`config.mk`:
```
export PLATFORM = sky130hd
export DESIGN_NAME = ahb_matrix_decoder_nport
export DESIGN_NICKNAME = d
export VERILOG_FILES = /design/src/rtl/ahb_matrix_decoder_nport.sv
export SDC_FILE = /design/constraint.sdc
export NUM_CORES = 1
export LEC_CHECK = 0
export BUFFER_PORTS_ARGS = -buffer_cell sky130_fd_sc_hd__buf_4
export CAP_MARGIN = 20
export CORE_AREA = 2 2 158 160
export CTS_BUF_LIST = sky130_fd_sc_hd__clkbuf_4 sky130_fd_sc_hd__clkbuf_8 sky130_fd_sc_hd__clkbuf_16
export DETAILED_ROUTE_END_ITERATION = 8
export DIE_AREA = 0 0 160 162
export PLACE_DENSITY = 0.46
export SETUP_SLACK_MARGIN = 0.2
export SLEW_MARGIN = 25
export SYNTH_ARGS = -nofsm -noshare
export SYNTH_HDL_FRONTEND = slang
export SYNTH_SLANG_ARGS = --single-unit
```
`constraint.sdc`:
```
create_clock -name HCLK -period 1.82 [get_ports HCLK]
set_clock_uncertainty 0.05 [all_clocks]
set_input_delay 0 -clock HCLK [delete_from_list [all_inputs] [get_ports HCLK]]
set_output_delay 0 -clock HCLK [all_outputs]
set_load 0.005 [all_outputs]
```
`src/rtl/ahb_matrix_decoder_nport.sv`:
```
// Per-master AHB matrix address decoder: picks an output stage (or the built-in default slave),
// returns the data-phase response, and records unmapped-access debug information.
module ahb_matrix_decoder_nport #(
  parameter int unsigned                 NUM_PORTS    = 4,
  parameter logic [22*NUM_PORTS-1:0]     REGION_BASE  = {NUM_PORTS{22'h0}},
  parameter logic [22*NUM_PORTS-1:0]     REGION_LIMIT = {NUM_PORTS{22'h0}},
  parameter int unsigned                 ERR_CNT_W    = 8
) (
  input  logic                   HCLK,
  input  logic                   HRESET,
  input  logic                   HREADYS,
  input  logic                   sel_dec,
  input  logic [21:0]            decode_addr_dec,
  input  logic [1:0]             trans_dec,
  input  logic [NUM_PORTS-1:0]   active_in,
  input  logic [NUM_PORTS-1:0]   readyout_in,
  input  logic [2*NUM_PORTS-1:0] resp_in,
  input  logic [32*NUM_PORTS-1:0] rdata_in,
  input  logic [32*NUM_PORTS-1:0] ruser_in,
  input  logic                   err_clr,
  output logic [NUM_PORTS-1:0]   sel_out,
  output logic                   active_dec,
  output logic                   HREADYOUTS,
  output logic [1:0]             HRESPS,
  output logic [31:0]            HRDATAS,
  output logic [31:0]            HRUSERS,
  output logic                   err_valid,
  output logic [21:0]            err_addr,
  output logic [ERR_CNT_W-1:0]   err_cnt
);

  localparam int unsigned PW = $clog2(NUM_PORTS + 1);
  localparam logic [PW-1:0] DFT_PORT = PW'(NUM_PORTS);

  typedef enum logic [1:0] {D_IDLE, D_ERR1, D_ERR2} dft_state_e;

  logic [PW-1:0] dec_port;
  logic [PW-1:0] addr_port;
  logic [PW-1:0] data_port;
  logic          hit_found;
  logic          dft_accept;
  logic          dft_ready;
  logic [1:0]    dft_resp;
  dft_state_e    dft_state;
  dft_state_e    dft_state_nxt;

  // Region decode; the first (lowest-index) matching region wins on overlap
  always_comb begin
    dec_port  = DFT_PORT;
    hit_found = 1'b0;
    for (int unsigned i = 0; i < NUM_PORTS; i++) begin
      if (!hit_found &&
          decode_addr_dec >= REGION_BASE[22*i +: 22] &&
          decode_addr_dec <= REGION_LIMIT[22*i +: 22]) begin
        dec_port  = PW'(i);
        hit_found = 1'b1;
      end
    end
  end

  // IDLE address phases stay on the current real port so the output stage is not switched needlessly
  always_comb begin
    addr_port = dec_port;
    if (trans_dec == 2'b00 && data_port < DFT_PORT) begin
      addr_port = data_port;
    end
  end

  always_comb begin
    sel_out    = '0;
    active_dec = 1'b1;
    for (int unsigned i = 0; i < NUM_PORTS; i++) begin
      if (addr_port == PW'(i)) begin
        sel_out[i] = sel_dec;
        active_dec = active_in[i];
      end
    end
  end

  assign dft_accept = HREADYS & sel_dec & (addr_port == DFT_PORT) & trans_dec[1];

  always_ff @(posedge HCLK) begin
    if (HRESET) begin
      data_port <= '0;
    end else if (HREADYS) begin
      data_port <= addr_port;
    end
  end

  // Data-phase response mux; values outside 0..NUM_PORTS are unreachable and left as don't-care
  always_comb begin
    HREADYOUTS = 1'bx;
    HRESPS     = 'x;
    HRDATAS    = 'x;
    HRUSERS    = 'x;
    if (data_port == DFT_PORT) begin
      HREADYOUTS = dft_ready;
      HRESPS     = dft_resp;
      HRDATAS    = '0;
      HRUSERS    = '0;
    end
    for (int unsigned i = 0; i < NUM_PORTS; i++) begin
      if (data_port == PW'(i)) begin
        HREADYOUTS = readyout_in[i];
        HRESPS     = resp_in[2*i +: 2];
        HRDATAS    = rdata_in[32*i +: 32];
        HRUSERS    = ruser_in[32*i +: 32];
      end
    end
  end

  always_ff @(posedge HCLK) begin
    if (HRESET) begin
      dft_state <= D_IDLE;
    end else begin
      dft_state <= dft_state_nxt;
    end
  end

  // Default slave: two-cycle ERROR that cannot be cancelled once accepted
  always_comb begin
    dft_state_nxt = dft_state;
    case (dft_state)
      D_IDLE:  if (dft_accept) dft_state_nxt = D_ERR1;
      D_ERR1:  dft_state_nxt = D_ERR2;
      D_ERR2:  dft_state_nxt = dft_accept ? D_ERR1 : D_IDLE;
      default: dft_state_nxt = D_IDLE;
    endcase
  end

  always_comb begin
    dft_ready = 1'b1;
    dft_resp  = 2'b00;
    case (dft_state)
      D_ERR1:  begin dft_ready = 1'b0; dft_resp = 2'b01; end
      D_ERR2:  begin dft_ready = 1'b1; dft_resp = 2'b01; end
      default: begin dft_ready = 1'b1; dft_resp = 2'b00; end
    endcase
  end

  // Debug capture; a new error in the clear cycle survives the clear
  always_ff @(posedge HCLK) begin
    if (HRESET) begin
      err_valid <= 1'b0;
      err_addr  <= '0;
      err_cnt   <= '0;
    end else if (dft_accept) begin
      err_valid <= 1'b1;
      if (!err_valid || err_clr) begin
        err_addr <= decode_addr_dec;
      end
      if (err_clr) begin
        err_cnt <= ERR_CNT_W'(1);
      end else if (err_cnt != {ERR_CNT_W{1'b1}}) begin
        err_cnt <= err_cnt + ERR_CNT_W'(1);
      end
    end else if (err_clr) begin
      err_valid <= 1'b0;
      err_addr  <= '0;
      err_cnt   <= '0;
    end
  end

endmodule

```
### After elaboration in Yosys (flattened, before gate mapping)

Cells that the tools add are included.

* reductions and logical operators: 22
* divide/modulo/power cells: 0
* multiplexer cells: 49
* $add $sub $neg: 1
* equal/unequal tests: 13
* shifts and indexed selects: 0
* bitwise gates (word level): 3
* magnitude comparators: 3
* $mul: 0

Operator list (number)
* 2-to-1 mux 32 bit: 9
* 2-to-1 mux 22 bit: 3
* 2-to-1 mux 8 bit: 4
* greater-or-equal comparator 22 x 1 -> 1 bit (second input constant): 1
* less-or-equal comparator 22 x 1 -> 1 bit (second input constant): 1
* 2-to-1 mux 1 bit: 21
* 2-to-1 mux 3 bit: 5
* equality test 3 x 2 -> 1 bit (second input constant): 4
* 2-to-1 mux 2 bit: 6
* adder 8 x 1 -> 8 bit (second input constant): 1
* logical AND 1 bit: 8
* inequality test 8 bit (second input constant): 1
* equality test 3 x 1 -> 1 bit (second input constant): 2
* equality test 3 bit (second input constant): 2
* zero test 3 bit: 2
* one-hot mux 2 bit (3 select lines): 1
* zero test 1 bit: 4
* zero test 2 bit: 2
* AND reduction 2 bit: 2
* nonzero test 2 bit: 2
* bitwise AND 1 bit: 3
* < comparator 3 bit (second input constant): 1
* equality test 2 x 1 -> 1 bit (second input constant): 1
* equality test 2 bit (second input constant): 1
* 4 further kinds: 4

* output and inout bits: 103
* memories: 0
* bits of input ports: 301
* bits in latches: 0
* memory bits (writable): 0
* memory bits (read-only): 0
* register bits: 36

### Longest topological paths before layout

* word-level depth: 21
* mapped depth: 8
* gate-level depth less buffers: 6

### Worst setup path before layout

OpenSTA, ideal clock, no wires.

* path kind: register to register
* from: reg err_cnt[0]
* to: reg err_cnt[2]
* slack: 176 ps
* cell stages (with the launch flop): 6
* path buffers: 0
* period minus slack after synthesis: 1644 ps
* arrival time: 1516 ps
* path through: dfxtp_1 ha_1 nand4_1 nor2_1 and4b_1 nor3_1

* cells in the longest elaborated chain, start to end: 4
* elaborated cells on any way between the ends: 7
* classes of those cells: add/sub (1); eq/ne (1); mux (3); reduce/logical (2)

Ends and longest elaborated chain
* start: declaration: RTL line 29 `output logic [ERR_CNT_W-1:0] err_cnt`
* start signal: assignment: RTL line 155 `err_cnt <= err_cnt + ERR_CNT_W'(1);`
* adder 8 x 1 -> 8 bit: RTL line 155
* 2-to-1 mux 8 bit: RTL line 154 `end else if (err_cnt != {ERR_CNT_W{1'b1}}) begin`
* 2-to-1 mux 8 bit: RTL line 152 `if (err_clr) begin`
* 2-to-1 mux 8 bit: RTL line 147 `end else if (dft_accept) begin`

Several ways; a longest one is shown, not always the timed one. The select of a mux whose other input is x is not followed.
A chain may end at the register's enable or synchronous reset.

### Final worst setup path

* from: reg data_port[0]
* to: out HRDATAS[13]

* cells in the longest elaborated chain, start to end: 5
* elaborated cells on any way between the ends: 8
* classes of those cells: eq/ne (3); mux (4); reduce/logical (1)

Ends and longest elaborated chain
* start: declaration: RTL line 39 `logic [PW-1:0] data_port;`
* start signal: assignment: RTL line 86 `data_port <= addr_port;`
* zero test 3 bit: RTL line 103 `if (data_port == PW'(i)) begin`
* 2-to-1 mux 32 bit (3 in series): RTL line 103
* 2-to-1 mux 32 bit (*): RTL line 103
* end: declaration: RTL line 25 `output logic [31:0] HRDATAS,`

Every way passes the cells marked *; elsewhere a longest branch is shown, timed or not.

==> impl_metrics.csv <==
group,metric,value,unit
status,status,"finished, violations left",
status,violations,"setup timing",
synthesis,synth_ff_type,"dfxtp_1",
worst_setup_path,endpoint_kind,"output pin",
global_routing,grt_usage,0.153,
clocking,cts-buffers-inserted,5,
global_routing,grt_max_degree,35,
routing,antenna_left,0,
worst_setup_path,critPathKind,"flop to output pin",
sta,fin_crit,1.84,ns
sta,rsz0062_at_grt,"true",
cells_and_area,final_nets,1082,
synthesis,ys_seq_elements,36,
clocking,clk_latency,0.27,ns
synthesis,ys_top_cells_by_area,"mux4_2, dfxtp_1, nor2b_1",
hold_path,worst_hold_path_type,"input port to flop",
synthesis,synth_cells,332,
job,drv_cap,0,
synthesis,synth-edff-count,0,
placed_design,place_congestion,0.848,
floorplanning,dieArea,25900,sq um
pwr,peakVddDrop,0.348,mV
routing,wl_per_cell,19.9,um
clocking,cts.htree.levels,2,
cells_and_area,drive_gt1_frac,0.722,
worst_setup_path,startpoint_type,"flop",
sta,worstMarginPinSlew,0.733,ns
global_routing,grt_pass1_vias,4868,
sta,drv_slew,0,
pwr,power_frac_seq,0.277,
cells_and_area,area_growth_syn_to_layout,126,%
global_routing,overflow,0,
routing,routed_wl,21900,um
worst_setup_path,required,1.77,ns
synthesis,async_flop_share,0,
sta,setup_viol,5,
routing,routed_via_density,4.30,
worst_setup_path,cp_max_fo,8,
clocking,root_buffer,"clkbuf_16",
pwr,clock_power_share,0.319,
synthesis,synth_top_area_share,0.409,
synthesis,synth_seq_area_share,0.198,
sta,fmax,0.545,GHz
synthesis,ys_types,37,
floorplanning,io_pins,404,
synthesis,yosysMostFrequentCell,"nor2b_1",
placed_design,dpl.hpwl,17700,um
sta,period_share,1.01,
synthesis,postSynthAreaPerCell,10.9,sq um
pwr,p_comb_frac,0.404,
pwr,cellPowerDensity,359,nW/um^2
global_routing,grt_pass1_wl,30300,um
sta,slew_headroom,0.512,
clocking,cts_tree,"done",
cells_and_area,diodes,0,
routing,drtIter0Drc,162,
sta,final-hold-violation-count,0,
synthesis,yosys.area.top_type,"mux4_2",
floorplanning,num_rows,57,
placed_design,portBuffers,403,
sta,fin_hold_ws,0.0212,ns
synthesis,netlist_area,3630,sq um
clocking,clkTransAtPathRegs,0.05,ns
cells_and_area,fin_util,0.341,
synthesis,yosys_warnings,0,
floorplanning,dieWidth,160,um
sta,timing.final.ws_setup,-0.0160,ns
pwr,p_leak,3.64,nW
synthesis,synth_nets,639,
floorplanning,start_util,0.151,
pwr,p_sw,0.729,mW
pwr,p_sw_frac,0.247,
clocking,clock-sinks,36,
pwr,p_int,2.23,mW
floorplanning,core,24100,sq um
routing,drcViolationCount,0,
global_routing,antenna_found_initial,4,
clocking,cts_buffer_depth,2,
worst_setup_path,crit_arrival,1.79,ns
routing,vias,4728,
floorplanning,die_h,162,um
synthesis,synth_common_cells,"nor2b_1, mux4_2, dfxtp_1",
routing,drt_pass1_iterations,4,
[final timing paths]
kind                      from           end  slack, ns  depth (start not counted)
setup / recovery  data_port[0]   HRDATAS[13]      -0.02                          6
hold / removal         err_clr     err_valid       0.02                          4
setup reg to reg    err_cnt[0]    err_cnt[6]       0.27                          5
hold reg to reg   err_addr[20]  err_addr[20]       0.43                          1
[logic make-up after synthesis]
kind of cell,count (synthesis),synth area share
AO/OA/AOI/OAI,56,0.113
adder cells (fa/ha/maj),6,0.0207
buffers and inverters,39,0.0551
flip-flops,36,0.198
multiplexers,66,0.409
AND/OR/NAND/NOR,129,0.204
[through the flow]
| step | setup WS [ns] | cells | total power [mW] | area (sq um) | TNS (ns) |
|---|---|---|---|---|---|
| 2_1_floorplan | 0.254 | 332 | 1.12 | 3640 | 0 |
| 3_3_place_gp | 0.155 | 1047 | 1.91 | 7150 | 0 |
| 3_5_place_dp | 0.0713 | 1047 | 1.91 | 7150 | 0 |
| 4_1_cts | -0.0452 | 1095 | 2.91 | 7850 | -0.699 |
| 5_1_grt | -0.101 | 1100 | 3.09 | 8220 | -2.16 |
| 6_report | -0.0160 | 1100 | 2.95 | 8220 | -0.0387 |
[per-layer routing]
metal | GRT usage | vias to the layer above | wire, um
met2 | 0.274 | 227 | 11300
met1 | 0.185 | 2282 | 8570
met5 | 0 | - | 37
met3 | 0.0388 | 23 | 1580
met4 | 0.0328 | 6 | 355
li1 | - | 2190 | -
[power groups by stage]
stage	combinational, mW	clock [mW]	sequential, mW
after floorplan	0.291	0	0.833
after global placement	1.07	0	0.835
after detailed placement	1.07	0	0.834
after CTS	1.13	0.959	0.818
after global routing	1.28	0.993	0.820
final	1.19	0.943	0.818
[critical path, cell delays in order (launching register included)]
cell and delay (ns):
dfxtp_4 0.38, buf_12 0.12, buf_12 0.10, buf_16 0.13, mux4_2 0.49, nor2b_1 0.15
buf_4 0.16
[registers in the layout, summed over array words and instances, names as in the netlist]
| name | flops |
|---|---|
| data_port | 3 |
| dft_state | 2 |
| err_addr | 22 |
| err_cnt | 8 |
| err_valid | 1 |
[cell type report]
class	count	area, sq um
Tap cell	324	405
Sequential cell	36	731
Timing Repair Buffer	468	3940
Clock buffer	7	158
Multi-Input combinational cell	257	2960
Inverter	7	26.3
Fill cell	2506	15900
Clock inverter	1	5.00
[timing repair]
item / CTS / global route
hold endpoints to repair: 27 / 0
cloned: 1 / 4
buffers inserted: 15 / 1
hold buffers: 24 / 0
pin swaps: 6 / 7
setup endpoints to repair: 68 / 74
gates resized for setup: 27 / 68
[cell usage in the layout (no fill, tap or decap), types with 2 or more instances in the layout]
cell and instances:
inv_1 7, clkbuf_16 9, a21oi_1 11, o31ai_1 3, nand4_1 2, nor2_1 14
a22o_1 23, dfxtp_1 32, nor2b_1 47, dlygate4sd3_1 24, dfxtp_2 2, ha_1 5
nand2_1 7, nor3b_1 2, or4_1 2, buf_8 4, buf_4 399, nor4_1 3
nor4_2 3, and2_1 2, o211ai_1 2, o21ai_0 5, and3_1 2, nor2b_4 20
buf_12 12, nor3_2 3, buf_6 24, buf_16 2, dfxtp_4 2, mux4_2 66
nand3_1 6, o21a_1 4, nor3_1 7
Note: power is estimated with default switching activity, not from simulation.
